<file path="src/rtl/udp_tx_arbiter.sv">
// Packet-granular round-robin arbiter that shares one udp_tx between NUM_SRC requesters.
// A granted source passes its UDP header, then its payload through to tlast.
module udp_tx_arbiter #(
  parameter  int NUM_SRC        = 2,
  parameter  int AXI_DATA_WIDTH = 8,
  localparam int SEL_W          = $clog2(NUM_SRC)
) (
  input  logic                              i_clk,
  input  logic                              i_reset_n,
  input  logic [NUM_SRC-1:0]                s_udp_hdr_tvalid,
  output logic [NUM_SRC-1:0]                s_udp_hdr_trdy,
  input  logic [16*NUM_SRC-1:0]             s_udp_src_port,
  input  logic [16*NUM_SRC-1:0]             s_udp_dst_port,
  input  logic [16*NUM_SRC-1:0]             s_udp_hdr_checksum,
  input  logic [AXI_DATA_WIDTH*NUM_SRC-1:0] s_axis_tdata,
  input  logic [NUM_SRC-1:0]                s_axis_tvalid,
  input  logic [NUM_SRC-1:0]                s_axis_tlast,
  output logic [NUM_SRC-1:0]                s_axis_trdy,
  output logic                              m_udp_hdr_tvalid,
  input  logic                              m_udp_hdr_trdy,
  output logic [15:0]                       m_udp_src_port,
  output logic [15:0]                       m_udp_dst_port,
  output logic [15:0]                       m_udp_hdr_checksum,
  output logic [AXI_DATA_WIDTH-1:0]         m_axis_tdata,
  output logic                              m_axis_tvalid,
  output logic                              m_axis_tlast,
  input  logic                              m_axis_trdy,
  output logic [SEL_W-1:0]                  o_grant,
  output logic                              o_busy
);

  typedef enum logic [1:0] {IDLE, HDR, PAYLOAD} state_t;

  state_t           state;
  logic [SEL_W-1:0] last_grant;
  int               gidx;
  logic             hdr_hs;
  logic             last_hs;

  // First requester after 'last' in circular order; source 0 wins when last = NUM_SRC-1.
  function automatic logic [SEL_W-1:0] pick_next(input logic [NUM_SRC-1:0] req,
                                                 input logic [SEL_W-1:0]   last);
    logic [SEL_W-1:0] sel;
    logic             found;
    int               idx;
    sel   = '0;
    found = 1'b0;
    for (int k = 1; k <= NUM_SRC; k++) begin
      idx = (int'(last) + k) % NUM_SRC;
      if (!found && req[idx]) begin
        sel   = SEL_W'(idx);
        found = 1'b1;
      end
    end
    return sel;
  endfunction

  assign gidx    = int'(o_grant);
  assign hdr_hs  = (state == HDR) && s_udp_hdr_tvalid[gidx] && m_udp_hdr_trdy;
  assign last_hs = (state == PAYLOAD) && s_axis_tvalid[gidx] && s_axis_tlast[gidx] && m_axis_trdy;

  always_ff @(posedge i_clk or negedge i_reset_n) begin
    if (!i_reset_n) begin
      state      <= IDLE;
      o_grant    <= '0;
      last_grant <= SEL_W'(NUM_SRC - 1);
      o_busy     <= 1'b0;
    end else begin
      case (state)
        IDLE: begin
          if (|s_udp_hdr_tvalid) begin
            o_grant <= pick_next(s_udp_hdr_tvalid, last_grant);
            state   <= HDR;
            o_busy  <= 1'b1;
          end
        end
        HDR: begin
          if (hdr_hs) state <= PAYLOAD;
        end
        PAYLOAD: begin
          // Rotation only advances once the whole packet has been accepted.
          if (last_hs) begin
            last_grant <= o_grant;
            state      <= IDLE;
            o_busy     <= 1'b0;
          end
        end
        default: begin
          state  <= IDLE;
          o_busy <= 1'b0;
        end
      endcase
    end
  end

  // Pure combinational steering: the granted source sees the downstream ready, nobody else does.
  always_comb begin
    s_udp_hdr_trdy     = '0;
    s_axis_trdy        = '0;
    m_udp_hdr_tvalid   = 1'b0;
    m_axis_tvalid      = 1'b0;
    m_udp_src_port     = s_udp_src_port[gidx*16 +: 16];
    m_udp_dst_port     = s_udp_dst_port[gidx*16 +: 16];
    m_udp_hdr_checksum = s_udp_hdr_checksum[gidx*16 +: 16];
    m_axis_tdata       = s_axis_tdata[gidx*AXI_DATA_WIDTH +: AXI_DATA_WIDTH];
    m_axis_tlast       = s_axis_tlast[gidx];
    case (state)
      HDR: begin
        m_udp_hdr_tvalid     = s_udp_hdr_tvalid[gidx];
        s_udp_hdr_trdy[gidx] = m_udp_hdr_trdy;
      end
      PAYLOAD: begin
        m_axis_tvalid     = s_axis_tvalid[gidx];
        s_axis_trdy[gidx] = m_axis_trdy;
      end
      default: ;
    endcase
  end

endmodule

</file>
<file path="config.mk">
export PLATFORM = sky130hd
export DESIGN_NAME = udp_tx_arbiter
export DESIGN_NICKNAME = d
export VERILOG_FILES = /design/src/rtl/udp_tx_arbiter.sv
export SDC_FILE = /design/constraint.sdc
export NUM_CORES = 1
export LEC_CHECK = 0
export CAP_MARGIN = 30
export CORE_UTILIZATION = 19
export DETAILED_ROUTE_END_ITERATION = 10
export PLACE_DENSITY = 0.79
export SETUP_SLACK_MARGIN = 0.4
export SYNTH_ARGS = -nofsm -noshare
export SYNTH_HDL_FRONTEND = slang
export SYNTH_SLANG_ARGS = --single-unit
</file>
<file path="constraint.sdc">
create_clock -name i_clk -period 1.24 [get_ports i_clk]
set_clock_uncertainty 0.15 [all_clocks]
set_input_delay 0.186 -clock i_clk [delete_from_list [all_inputs] [get_ports i_clk]]
set_output_delay 0.186 -clock i_clk [all_outputs]
set_load 0.01 [all_outputs]
</file>
# After elaboration in Yosys (flattened, before gate mapping)

Cells that the tools add are included.

Eq/ne operators: 5
Bitwise operators: 5
$add $sub $neg: 2
Multiplexer cells: 30
Shift-type cells: 4
Reductions and logical operators: 14
$lt $le $gt $ge: 4

Operators by type and width:

| kind                                                                  | count |
|---|---|
| 32-bit by 6-bit indexed part select with 16-bit output                | 3 |
| 1-bit 2-to-1 mux                                                      | 22 |
| 16-bit by 5-bit indexed part select with 8-bit output                 | 1 |
| 2-bit 2-to-1 mux                                                      | 5 |
| 1-bit logical AND                                                     | 7 |
| 2-bit by 3-bit < comparator with 1-bit output, second input constant  | 2 |
| 2-bit != test, second input constant                                  | 3 |
| 2-bit one-hot mux with 3 select lines                                 | 1 |
| 3-bit AND reduction                                                   | 2 |
| 2-bit AND                                                             | 2 |
| 2-bit AND reduction                                                   | 2 |
| 1-bit one-hot mux with 3 select lines                                 | 1 |
| 1-bit adder, second input constant                                    | 2 |
| 1-bit AND, first input constant                                       | 2 |
| 2-bit by 1-bit equality test with 1-bit output, second input constant | 1 |
| 2-bit equality test, second input constant                            | 1 |
| 2-bit logical NOT                                                     | 1 |
| 1-bit by 2-bit < comparator with 1-bit output, second input constant  | 1 |
| 2-bit OR reduction                                                    | 1 |
| 1-bit demux with 1-bit select                                         | 1 |
| 1-bit >= comparator, second input constant                            | 1 |
| 1-bit logical NOT                                                     | 1 |
| 1-bit inverter                                                        | 1 |

Word-level logic and storage cells: 68
Output and inout port bits: 65
Input port bits: 122
Register bits after elaboration: 5

# Longest topological paths before layout

Word-level depth: 11
Depth in mapped cells: 4
Depth with buffers taken out: 3

# Worst setup path after synthesis

No wires, ideal clock.

Path kind: register -> output
Start point: reg o_grant
End point: out m_axis_tdata[0]
Path buffers: 2
Path slack: -0.175 ns
Required time: 0.904 ns
Cell stages (with the launch flop): 4
Arrival: 1.079 ns
Path through: dfrtp_1 > buf_6 > buf_6 > mux2_2

Word-level cells in the longest chain between the ends: 1

Ends and longest elaborated chain:

| item                                                  | RTL line | text |
|---|---|---|
| start, declared                                       | 28       | `output logic [SEL_W-1:0] o_grant,` |
| start signal, assigned                                | 72       | `o_grant <= pick_next(s_udp_hdr_tvalid, last_grant);` |
| 16-bit by 5-bit indexed part select with 8-bit output | 105      | `m_axis_tdata = s_axis_tdata[gidx*AXI_DATA_WIDTH +: AXI_DATA_WIDTH];` |
| end, declared                                         | 24       | `output logic [AXI_DATA_WIDTH-1:0] m_axis_tdata,` |

Every way passes these cells.

# Final worst setup path

Start point: reg o_grant
End point: out m_udp_hdr_tvalid

Word-level cells in the longest chain between the ends: 3

Ends and longest elaborated chain:

| item                                                | RTL line | text |
|---|---|---|
| 1-bit 2-to-1 mux (not written as such) (2 in a row) | 109      | `m_udp_hdr_tvalid = s_udp_hdr_tvalid[gidx];` |
| 1-bit 2-to-1 mux                                    | 107      | `case (state)` |
| end, declared                                       | 19       | `output logic m_udp_hdr_tvalid,` |

Every way passes these cells. The select of a mux whose other input is x is not followed.

==> impl_metrics.json <==
{
  "p_per_area_nw_per_um2": 1608,
  "grt_use_total_pct": 17.70,
  "gp_congestion": 0.7889,
  "crit_type": "flip-flop to primary output",
  "viasPerCell": 4.373,
  "die_h_um": 75.44,
  "nFillCells": 440,
  "most-common-layout-cells": "clkdlybuf4s50_1 (121), buf_6 (55), mux2_2 (54)",
  "drtPass1Iterations": 4,
  "ys_seq_area_share_pct": 12.33,
  "slew_headroom_pct": 82.10,
  "grt_overflow": 0,
  "leakage_nw": 1.414,
  "die_width_um": 75.44,
  "hpwl_um": 4520,
  "max_cap_violations": 0,
  "worst_path_dominant_cell_family": "flip-flops",
  "p_total_mw": 5.331,
  "rsz0062_at_grt": "yes",
  "wire_per_inst_um": 15.02,
  "cp_data_arrival_time_ns": 1.45,
  "crit_path_start_kind": "flip-flop",
  "dr_total_vias": 1666,
  "worstMarginPinSlew_ns": 0.2644,
  "hold_buffers": 0,
  "drt_iter0_drc": 8,
  "finalCriticalPeriod_ns": 1.783,
  "syn_inst": 100,
  "cts_sinks": 5,
  "rrSetupSlack_ns": -0.30,
  "setup_ws_ns": -0.5426,
  "drc": 0,
  "required_ns": 0.90,
  "crit_chain": "buf_12 > buf_8 > mux2i_1 > and2b_1 > buf_2",
  "path_clk_slew_ns": 0.04,
  "synth_fp_nets": 222,
  "grt_pass1_vias": 1605,
  "start_util_pct": 19.94,
  "ys_ff_latch": 5,
  "diodes": 0,
  "synth_cell_type_count": 20,
  "yosysWarnings": 0,
  "cts_buffers": 3,
  "grt_max_degree": 18,
  "setup_viol": 69,
  "outcome": "finished, violations left",
  "core_area_um2": 5140,
  "syn_to_final_growth_pct": 223.4,
  "cp_num_buf_inv": 3,
  "insertion_delay_ns": 0.23,
  "path_max_fanout": 5,
  "post_synth.cell_area_avg_um2": 10.25,
  "die_area_um2": 5691,
  "drv_slew": 0,
  "max_freq_mhz": 561.0,
  "cts.path.max_buffers": 2,
  "r2r.worst_path.cells": 6,
  "final_layout_size_suffix_gt1_share_pct": 52.73,
  "postLayoutCoreUtil_pct": 64.48,
  "fin_nets": 434,
  "cp_slowest_cell": "dfrtp_2",
  "ir_worst_vdd_v": 0.0009774,
  "antenna_found_initial": 0,
  "root_buffer": "clkbuf_8",
  "cp_slowest_stage_delay_ns": 0.42,
  "synth_area_um2": 1025,
  "endpoint_kind": "primary output",
  "route.antenna.remaining_nets": 0,
  "hp-class": "input pin to asynchronous set/reset pin",
  "cp.depth": 5,
  "period_share_pct": 143.8,
  "rows": 26,
  "io_pins": 187,
  "cts_tree": "built",
  "layout_commonest_cell": "clkdlybuf4s50_1",
  "cts_htree_levels": 1,
  "routed_wl_um": 5721,
  "hold_viol": 0,
  "grt_pass1_wl_um": 7569,
  "violations": "setup timing",
  "numPortBuffers": 186
}
-- cell usage after synthesis --
cell type / instances / share of area, %
a32o_1: 1 / 0.98
a21boi_0: 1 / 0.73
buf_6: 7 / 7.7
and2b_1: 1 / 0.73
inv_1: 2 / 0.73
o22ai_1: 1 / 0.61
dfstp_2: 1 / 2.6
mux2i_1: 2 / 2.0
nand2b_1: 2 / 1.2
o32ai_1: 1 / 0.85
mux2_2: 57 / 63
dfrtp_1: 4 / 9.8
o21ai_0: 2 / 0.98
o311ai_0: 1 / 0.85
nand3_1: 1 / 0.49
nor2b_1: 1 / 0.61
o31ai_1: 1 / 0.73
nor2_1: 7 / 2.6
nand2_1: 5 / 1.8
nand3b_1: 2 / 1.5
-- power by group --
| part | internal (mW) | switching (mW) |
|---|---|---|
| clock network | 0.221 | 0.0894 |
| logic | 3.00 | 1.72 |
| registers | 0.243 | 0.0628 |
-- routing by layer --
layer	global-route usage (%)	up-vias	part of all wire [%]
met2	34.03	99	53
met1	18.76	766	35
li1	-	795	-
met3	4.497	6	11
met4	5.556	0	1.5
met5	0	-	0
-- sequential cells by signal (all words and copies together), names as in the netlist --
name / cells
last_grant: 1
o_grant: 1
o_busy: 1
state: 2
-- kinds of logic (layout without fill, tap and decap cells) --
family | after synthesis | after routing | synth area share (%)
buffers and inverters | 9 | 220 | 8.426
DFF | 5 | 5 | 12.33
and+or+nand+nor | 19 | 19 | 8.914
muxes | 59 | 59 | 64.59
AOI/OAI and AO/OA | 8 | 8 | 5.740
-- stage by stage --
stage	area, µm²	hold slack, ns	TNS, ns	worst slack, ns	cells
2_1_floorplan	1033	-0.2596	-9.776	-0.1755	100
3_3_place_gp	3058	0.2814	-35.02	-0.5778	366
4_1_cts	3202	0.04586	-29.80	-0.5802	375
3_5_place_dp	3058	0.2908	-35.45	-0.5909	366
5_1_grt	3314	0.06498	-32.84	-0.5839	381
6_report	3314	0.04868	-29.78	-0.5426	381
-- worst paths after layout --
check | from | end
max in group asynchronous | i_reset_n | last_grant
max | o_grant | m_udp_hdr_tvalid
min in group i_clk | last_grant | last_grant
max reg2reg | o_grant | o_busy
min | i_reset_n | o_busy
min reg2reg | last_grant | last_grant
-- timing repair --
item,CTS,global route
buffers inserted,3,5
gates resized for setup,302,28
cloned,2,1
setup endpoints to repair,70,70
pin swaps,2,4
-- final cells by class --
class                           count  area (µm²)  area share [%]
Timing Repair Buffer              214        2178           65.72
Multi-Input combinational cell     86       865.8           26.12
Sequential cell                     5       127.6           3.850
Tap cell                           70       87.58           2.643
Clock buffer                        4       45.04           1.359
Inverter                            2       10.01          0.3020
Power figures use the tool's default switching activity.
==> RTL edit (same flow settings) <==
Encoding of `state_t`: now one-hot (3 bits for 3 states).
--- a/src/rtl/udp_tx_arbiter.sv
+++ b/src/rtl/udp_tx_arbiter.sv
@@ -31,3 +31,3 @@
 
-  typedef enum logic [1:0] {IDLE, HDR, PAYLOAD} state_t;
+  typedef enum logic [2:0] {IDLE = 3'b001, HDR = 3'b010, PAYLOAD = 3'b100} state_t;
 
Check against the original RTL: no difference found for any inputs over 4 cycles, from zero or initial values and one cycle with i_reset_n low; so few cycles prove little.
==> RTL edit against the unedited design <==
- final area increased by 18%
- die area increased by 20%
- largest power group unchanged
- sequential power rose by 36%
- fmax down 6.2%
- total power is 29% higher
- hold slack better by 14 ps
- wire length up 9.9%
- combinational power grew 30%
- area after synthesis is 21% higher
- largest cell class unchanged
- sequential cell count up 1
- the flow still finishes with violations (setup timing)
- worst setup slack worse by 120 ps
==> RTL edit: results (changes against the unedited design) <==
Final WS setup -661 ps (-118 ps); failing checks setup timing; Final #Nets 461 (+6.2%); Syn Area/Cell 11.3 um2 (+11%); Routed WL 6.29 mm (+9.9%); Critical Path Max Stage Delay 500 ps (+80 ps); top fanout value on the critical path 4 (-1); reg2reg end state[2]$_DFFE_PN0P_; placed insts 387 (+5.7%); Worst Setup EP m_axis_tdata[4]; Largest register FFs 3 (+1); Syn Nets 231 (+4.1%); vias per cell 4.35 (-0.53%); top cells by area, synth mux2_4 (40%), mux2_2 (22%), dfrtp_1 (8.1%); vias in the first global route 1706 (+6.3%); peak supply drop 0.00108 V (+10%); largest net degree at the start of global routing 10 (-8); endpoints failing setup 70 (+1.4%); slowest stage cell, crit path dfrtp_4; DR WL/cell 15.1 um (+0.87%); layout cells sized above 1 56.5% (+3.8 points); run status complete, but fails checks; sequential share of the synthesized area 12.3% (+0.016 points); global-route wire length before repair 8.09 mm (+6.8%); static leakage 0.00177 uW (+25%); CP delay by family, top buffers and inverters
[RTL edit: worst register-to-register path, delay by kind of cell, from the launching register on]
family / cells / cell delay [ps]
AOI/OAI and AO/OA: 1 / 70
muxes: 1 / 180
buffers and inverters: 5 / 620
and+or+nand+nor: 1 / 130
DFF: 1 / 500
[RTL edit: cells by family after synthesis]
family	Yosys count	synth area share [%]
flops	6	12.3
buf+inv	8	6.27
mux	60	64.4
simple gates	24	10.8
compound gates	11	6.17
[RTL edit: layout make-up]
cell class | count | area [um2]
clock buffers | 4 | 45.0
fillers | 522 | 2410
multi-input cells | 95 | 1110
flip-flops and latches | 6 | 156
well taps | 77 | 96.3
repair buffers | 233 | 2490
[RTL edit: metal layers]
| layer | share of wire, % | track usage (%) |
|---|---|---|
| met4 | 0.49 | 3.62 |
| met5 | 0 | 0 |
| met1 | 33 | 16.1 |
| met3 | 11 | 4.29 |
| met2 | 56 | 32.5 |
[RTL edit: how the worst min path moves through the flow]
stage / from / endpoint / slack [ps] / cells past startpoint
after floorplan: i_reset_n / o_busy$_DFFE_PN0P_ / -260 / 0
after global placement: i_reset_n / o_busy$_DFFE_PN0P_ / 310 / 1
after detailed placement: i_reset_n / state[2]$_DFFE_PN0P_ / 310 / 1
after CTS: i_reset_n / o_busy$_DFFE_PN0P_ / 70 / 1
after global routing: i_reset_n / o_busy$_DFFE_PN0P_ / 80 / 1
final: i_reset_n / state[2]$_DFFE_PN0P_ / 60 / 1
[RTL edit: where the power goes]
part	internal, uW	total [uW]	leakage [uW]	switching (uW)
Clock	222	318	0.0000228	95.6
Sequential	308	415	0.0000702	108
Combinational	4110	6120	0.00168	2010
Total	4640	6850	0.00177	2210
[RTL edit: timing repair]
item	4_1_cts	5_1_grt
buffers inserted	14	3
pin swaps	4	3
gates cloned	7	0
endpoints found under the setup margin	71	71
resized for setup	330	15
[RTL edit: per-stage QoR]
step	setup WS, ps	hold slack (ps)	TNS (ps)
after detailed placement	-605	313	-38070
after global placement	-584	305	-37180
after global routing	-688	83.1	-42320
after floorplan	-220	-260	-11840
after CTS	-664	67.8	-39730
final	-661	62.8	-39800
